--- src/rtl/ym2149_bus_master.sv ---
// YM2149 PSG bus initiator: queued register writes/reads
// driven as BDIR/BC address, write and read phases.
module ym2149_bus_master #(
    parameter int HOLD_CYCLES = 1,
    parameter int FIFO_DEPTH  = 4
) (
    input  logic       CLK,
    input  logic       RESET_N,
    input  logic       CE,
    input  logic       REQ_VALID,
    output logic       REQ_READY,
    input  logic       REQ_WR,
    input  logic [3:0] REQ_ADDR,
    input  logic [7:0] REQ_DATA,
    output logic       RSP_VALID,
    output logic [7:0] RSP_DATA,
    output logic       BUSY,
    output logic       PSG_BDIR,
    output logic       PSG_BC,
    output logic [7:0] PSG_DO,
    input  logic [7:0] PSG_DI
);

    localparam int AW = (FIFO_DEPTH > 1) ? $clog2(FIFO_DEPTH) : 1;
    localparam int CW = $clog2(FIFO_DEPTH + 1);
    localparam logic [3:0] HOLD_M1 = 4'(HOLD_CYCLES - 1);
    localparam logic [CW-1:0] FULL_CNT = CW'(FIFO_DEPTH);

    typedef enum logic [2:0] {
        S_IDLE,
        S_ADDR,
        S_GAP1,
        S_WRITE,
        S_READ,
        S_GAP2
    } state_t;

    logic [12:0]   mem [FIFO_DEPTH];
    logic [AW-1:0] wptr;
    logic [AW-1:0] rptr;
    logic [CW-1:0] count;
    logic          full;
    logic          empty;
    logic          push;
    logic          pop;
    logic [12:0]   head;

    state_t     state, state_n;
    logic [3:0] cnt, cnt_n;
    logic       cur_wr, cur_wr_n;
    logic [7:0] cur_data, cur_data_n;
    logic       bdir, bdir_n;
    logic       bc, bc_n;
    logic [7:0] do_q, do_n;
    logic       rsp_valid, rsp_valid_n;
    logic [7:0] rsp_data, rsp_data_n;
    logic       last;

    assign full  = (count == FULL_CNT);
    assign empty = (count == '0);
    assign push  = REQ_VALID && !full;
    assign pop   = CE && (state == S_IDLE) && !empty;
    assign head  = mem[rptr];
    assign last  = (cnt == 4'd0);

    assign REQ_READY = !full;
    assign BUSY      = !empty || (state != S_IDLE);
    assign PSG_BDIR  = bdir;
    assign PSG_BC    = bc;
    assign PSG_DO    = do_q;
    assign RSP_VALID = rsp_valid;
    assign RSP_DATA  = rsp_data;

    // Queue storage; contents need no reset, pointers guard them.
    always_ff @(posedge CLK) begin
        if (push) begin
            mem[wptr] <= {REQ_WR, REQ_ADDR, REQ_DATA};
        end
    end

    // Queue pointers and occupancy.
    always_ff @(posedge CLK or negedge RESET_N) begin
        if (!RESET_N) begin
            wptr  <= '0;
            rptr  <= '0;
            count <= '0;
        end else begin
            if (push) wptr <= wptr + 1'b1;
            if (pop)  rptr <= rptr + 1'b1;
            unique case ({push, pop})
                2'b10:   count <= count + 1'b1;
                2'b01:   count <= count - 1'b1;
                default: count <= count;
            endcase
        end
    end

    // FSM, phase counter and registered bus outputs.
    always_ff @(posedge CLK or negedge RESET_N) begin
        if (!RESET_N) begin
            state     <= S_IDLE;
            cnt       <= '0;
            cur_wr    <= 1'b0;
            cur_data  <= '0;
            bdir      <= 1'b0;
            bc        <= 1'b0;
            do_q      <= '0;
            rsp_valid <= 1'b0;
            rsp_data  <= '0;
        end else begin
            state     <= state_n;
            cnt       <= cnt_n;
            cur_wr    <= cur_wr_n;
            cur_data  <= cur_data_n;
            bdir      <= bdir_n;
            bc        <= bc_n;
            do_q      <= do_n;
            rsp_valid <= rsp_valid_n;
            rsp_data  <= rsp_data_n;
        end
    end

    // Next-state and next-output decode; nothing moves without CE.
    always_comb begin
        state_n     = state;
        cnt_n       = cnt;
        cur_wr_n    = cur_wr;
        cur_data_n  = cur_data;
        bdir_n      = bdir;
        bc_n        = bc;
        do_n        = do_q;
        rsp_valid_n = 1'b0;
        rsp_data_n  = rsp_data;
        if (CE) begin
            unique case (state)
                S_IDLE: begin
                    if (!empty) begin
                        state_n    = S_ADDR;
                        cnt_n      = HOLD_M1;
                        cur_wr_n   = head[12];
                        cur_data_n = head[7:0];
                        bdir_n     = 1'b1;
                        bc_n       = 1'b1;
                        do_n       = {4'h0, head[11:8]};
                    end
                end
                S_ADDR: begin
                    if (last) begin
                        state_n = S_GAP1;
                        bdir_n  = 1'b0;
                        bc_n    = 1'b0;
                    end else begin
                        cnt_n = cnt - 4'd1;
                    end
                end
                S_GAP1: begin
                    cnt_n = HOLD_M1;
                    if (cur_wr) begin
                        state_n = S_WRITE;
                        bdir_n  = 1'b1;
                        bc_n    = 1'b0;
                        do_n    = cur_data;
                    end else begin
                        state_n = S_READ;
                        bdir_n  = 1'b0;
                        bc_n    = 1'b1;
                    end
                end
                S_WRITE: begin
                    if (last) begin
                        state_n = S_GAP2;
                        bdir_n  = 1'b0;
                        bc_n    = 1'b0;
                    end else begin
                        cnt_n = cnt - 4'd1;
                    end
                end
                S_READ: begin
                    if (last) begin
                        state_n     = S_GAP2;
                        bdir_n      = 1'b0;
                        bc_n        = 1'b0;
                        rsp_valid_n = 1'b1;
                        rsp_data_n  = PSG_DI;
                    end else begin
                        cnt_n = cnt - 4'd1;
                    end
                end
                S_GAP2: begin
                    state_n = S_IDLE;
                end
                default: begin
                    state_n = S_IDLE;
                    bdir_n  = 1'b0;
                    bc_n    = 1'b0;
                end
            endcase
        end
    end

endmodule

--- config.mk ---
export PLATFORM = sky130hd
export DESIGN_NAME = ym2149_bus_master
export DESIGN_NICKNAME = d
export VERILOG_FILES = /design/src/rtl/ym2149_bus_master.sv
export SDC_FILE = /design/constraint.sdc
export NUM_CORES = 1
export LEC_CHECK = 0
export ABC_AREA = 1
export CAP_MARGIN = 20
export CORE_MARGIN = 8
export CORE_UTILIZATION = 40
export DETAILED_ROUTE_END_ITERATION = 6
export PLACE_DENSITY = 0.59
export SYNTH_ARGS = -nofsm -noshare
export SYNTH_HDL_FRONTEND = slang
export SYNTH_SLANG_ARGS = --single-unit
--- constraint.sdc ---
create_clock -name CLK -period 2.62 [get_ports CLK]
set_clock_uncertainty 0.2 [all_clocks]
set_input_delay 0.786 -clock CLK [delete_from_list [all_inputs] [get_ports CLK]]
set_output_delay 0.786 -clock CLK [all_outputs]
set_load 0.02 [all_outputs]
* After elaboration in Yosys (flattened, before gate mapping) *
Memory sizes are Yosys's and may differ from the RTL's.
Cells that the tools add are included.

storage, ports and cells
  register bits after elaboration = 42
  bits in latches = 0
  memory bits (writable) = 52
  memory bits (read-only) = 0
  input port bits = 25
  output and inout port bits = 21
  memories kept = 1

cells by class
  $add $sub $neg = 5
  multiply operators = 0
  div/mod/pow operators = 0
  order comparisons = 0
  equality and inequality tests = 14
  shift operators = 0
  muxes and demuxes = 23
  bitwise logic cells = 2
  reductions and logical operators = 21

memories
  name  depth  bits a word  read ports  clocked after Yosys merged registers in  wr ports  RTL line  text
  mem   4      13           1           0                                        1         38        logic [12:0] mem [FIFO_DEPTH];

operator list
  kind                   count
  $mux W8                2
  $pmux W8 S2            1
  $reduce_and A4 Y1      4
  $mux W3                4
  $pmux W3 S4            1
  $pmux W4 S3            1
  $eq A3 B3 Y1 const B   3
  $mux W1                9
  $mux W4                2
  $ne A2 B2 Y1 const B   4
  $pmux W1 S4            2
  $eq A3 B2 Y1 const B   2
  $logic_not A3 Y1       2
  $pmux W3 S2            1
  $reduce_and A3 Y1      2
  $reduce_bool A3 Y1     2
  $add A2 B1 Y2 const B  2
  $logic_not A4 Y1       1
  $ne A2 B1 Y1 const B   2
  $reduce_bool A2 Y1     2
  $sub A4 B1 Y4 const B  1
  $add A3 B1 Y3 const B  1
  $eq A3 B1 Y1 const B   1
  $logic_and A1 B1 Y1    3
  8 further kinds        10

* Logic depth before layout (Yosys ltp) *
  word-level depth = 5
  depth in mapped cells = 13

* Worst setup path after synthesis *
Ideal clock, no wire load.

  path type = input -> register
  start = in CE
  end = reg count[2]
  library setup time = 131 ps
  arrival time = 2013 ps
  data required time = 2289 ps
  setup slack = 276 ps
  stages on the path = 9
  path buffers = 1
  cell sequence = nand3_4 -> inv_4 -> buf_8 -> ha_1 -> inv_1 -> fa_1 -> a21oi_1 -> o21ai_0 -> xor2_1

on the way
  longest elaborated chain between the ends = 4
  elaborated cells between the ends (all ways) = 6
  classes of those cells = eq/ne: 2; mux: 1; reduce/logical: 3

ends and longest elaborated chain
  item                                                      RTL line  text
  start, declared                                           9         input logic CE,
  $logic_and A1 B1 Y1 (*) (2 in a row)                      62        assign pop = CE && (state == S_IDLE) && !empty;
  named net pop                                             45        logic pop;
  $eq A2 B1 Y1 / $eq A2 B2 Y1 (equally long branches)       90        unique case ({push, pop})
  $pmux W3 S2 / $reduce_bool A2 Y1 (equally long branches)  -
  end signal, assigned                                      91        2'b10: count <= count + 1'b1;
  end signal, assigned                                      92        2'b01: count <= count - 1'b1;
  end signal, assigned                                      93        default: count <= count;
  end, declared                                             41        logic [CW-1:0] count;

Mark *: on every way through the listed nets, which the timed path passes. The rest lies on a longest branch.
A chain may end at the register's enable or synchronous reset.

* Worst setup path after layout *
  start = reg state[1]
  end = out BUSY

on the way
  longest elaborated chain between the ends = 2

ends and longest elaborated chain
  item                    RTL line  text
  start, declared         48        state_t state, state_n;
  start signal, assigned  111       state <= state_n;
  $reduce_bool A3 Y1      67        assign BUSY = !empty || (state != S_IDLE);
  $logic_or A1 B1 Y1      67
  end, declared           17        output logic BUSY,

No other way between the ends.

==> run metrics <==
fin. max-slew vios 0; Hold Vio Cnt, Final 0; WP data required 1.63 ns; worst hold path type input port to async pin; Int Power 3.24 mW; switching share of power 39.5%; synth warn 0; CP Class flip-flop to output pin; Synth Register Bits 94; Sink Count 94; Net Count, Synth 412; io pins 46; First DRT Iteration DRCs 168; Syn Inst Count 380; Total Routing Usage GR 13.3%; nets@finish 474; Cells after DPL 563; Distinct cells, synth 31; peak supply drop 0.000392 V; DP Area 4690 µm²; largest family of logic cells by synthesized area simple AND/OR/NAND/NOR gates; Die Y-Extent 116 µm; post-synthesis simple-gate area fraction 19.7%; Num CTS Buffers 9; Synth Area per Inst 10.4 µm²; post-detailed-route count of antenna-violating nets 0; endpoint type of the worst setup path output pin; htree depth 3; Synth Area in XOR/XNOR 1.32%; total gr overflow 0; Fmax 0.400 GHz; hold_buf cts 0; global-route wire length before repair 13700 µm; routed vias/inst 4.72; worst-margin pin slew 0.545 ns; critical path data arrival time 1.52 ns; fin util 50.5%; Synth-to-Final Area Change 23.3%; Pleak 2.06 nW; worst skew pair latency 0.37 ns; Hold WS 0.149 ns; vias post-DR 2736; total core area 9680 µm²; Seq pwr share 42.1%; die width 116 µm; number of antenna violations at the first check in global routing 0; Clock Power Share 17.8%; Synth Area in Compound Gates 6.31%; status finished clean; Worst slew margin 63.7%; post-synthesis sequential area ratio 65.8%; min Tclk post-route 2.50 ns; CTS clk-pin slew, worst paths 0.10 ns; row count 36; combinational power share 40.1%; Tot Pwr 5.36 mW; R2R depth 11; Synth Area in Adders 2.40%; Post-Syn Area 3970 µm²; layout cell share with drive strength beyond 1 11.0%; multiplexer area fraction after synthesis 0%; Root Buffer clkbuf_8; pin count of the biggest net entering global routing 29; CTS tree done; TritonRoute pass-1 iters 4; Post-Route WL 8070 µm; commonest non-fill, non-tap cells in the layout 121 x nand2_1, 52 x edfxtp_1, 42 x clkdlybuf4s50_1, 41 x dfrtp_1, 36 x o21ai_0; DR DRC count 0; fin crit share 95.5%; Initial Utilization 41.0%; gp weighted congestion 0.787; max-cap viol count 0; Clock Tree Buf Depth 2; Final Setup Violations 0; CP Launch Type flip-flop; final std cells w/o fill 580; DP HPWL 5450 µm; r2r setup slk 0.49 ns; CP Max Fanout 7; die area 13400 µm²; Net Switching 2.12 mW; commonest non-fill, non-tap cell in the layout nand2_1; vias in the first global route 2786; per-cell routed wire length 13.9 µm; final non-filler cell area 4890 µm²; unrepaired setup endpoints after global routing no; diodes inserted 0; port bufs 45; Fillers 908; PD cells 1100 nW/µm²
-- registers in the layout, indices dropped and copies added (netlist names) --
signal,flops
PSG_BDIR,1
cur_wr,1
mem,52
rptr,2
wptr,2
cnt,4
RSP_VALID,1
state,3
count,3
cur_data,8
RSP_DATA,8
PSG_DO,8
PSG_BC,1
-- layer usage --
layer,track usage [%],part of all wire [%],vias to the layer above
li1,-,-,1374
met1,17.2,49,1288
met2,20.7,44,62
met3,3.28,5.6,12
met4,5.52,1.7,0
met5,0,0,-
-- metrics by stage --
step	setup TNS (ns)	setup slack, ns
after floorplan	0	0.276
after global placement	-0.151	-0.151
after detailed placement	-0.170	-0.170
final	0	0.119
after CTS	0	0.0119
after global routing	0	0.00250
-- cell type report --
class,count,area (µm²),share of cell area (%)
multi-input combinational,247,1180,24.1
clock inverter,7,70.1,1.43
tap,133,166,3.40
clock buffer,9,124,2.53
timing repair buffer,60,622,12.7
sequential,94,2610,53.4
inverter,30,115,2.35
-- cell families after synthesis --
logic type               count (synthesis)
XOR/XNOR                                 6
AND/OR/NAND/NOR                        186
adder cells (fa/ha/maj)                  7
flip-flops                              94
buffers and inverters                   39
AO/OA/AOI/OAI                           48
-- synth_stat cells --
cell type  instances  area [µm²]
clkbuf_1           1        3.75
nor2_1            35         131
nand4_2            1        12.5
nor2_4             1        11.3
nor3_1             1        5.00
buf_8              1        15.0
fa_1               1        20.0
o22ai_1            4        25.0
ha_1               6        75.1
buf_6              1        11.3
inv_1             25        93.8
o21a_1             1        7.51
o21ai_1            3        15.0
nand3_4            1        17.5
clkinv_1           1        3.75
inv_4              1        6.26
buf_2              6        30.0
nand3_2            2        20.0
o211ai_1           1        7.51
dfrtp_1           42        1050
a21oi_1            3        15.0
xor2_1             5        43.8
nand2_2            3        18.8
nand4_1            2        12.5
edfxtp_1          52        1560
inv_2              3        11.3
nor2_2             3        18.8
nand2_1          121         454
nand3_1           16        80.1
o21ai_0           36         180
xnor2_1            1        8.76
-- power by group through the flow --
stage               combinational [mW]  clock (mW)  sequential, mW
global route                      2.46        1.03            2.31
finish                            2.15       0.953            2.26
global placement                  2.12           0            2.29
CTS                               2.16       0.979            2.27
floorplan                         1.27           0            2.37
detailed placement                2.15           0            2.30
-- worst max-delay path, stage by stage (launching register included) --
cell,delay [ns]
dfrtp_1,0.48
inv_2,0.10
nand2_2,0.09
inv_2,0.05
nand2_1,0.08
dlygate4sd2_1,0.36
-- path summary, 6_finish.rpt --
path                          start           to
min in group CLK           count[0]     count[0]
hold reg to reg            count[0]     count[0]
setup reg to reg           state[1]     count[2]
max in group asynchronous   RESET_N  RSP_DATA[1]
hold / removal              RESET_N       cnt[0]
setup / recovery           state[1]         BUSY
-- what timing repair did --
| action | 4_1_cts | 5_1_grt |
|---|---|---|
| gates resized for setup | 1 | 3 |
| setup buffers | 0 | 1 |
| setup endpoints to repair | 1 | 2 |
(Power assumes the default switching activity.)
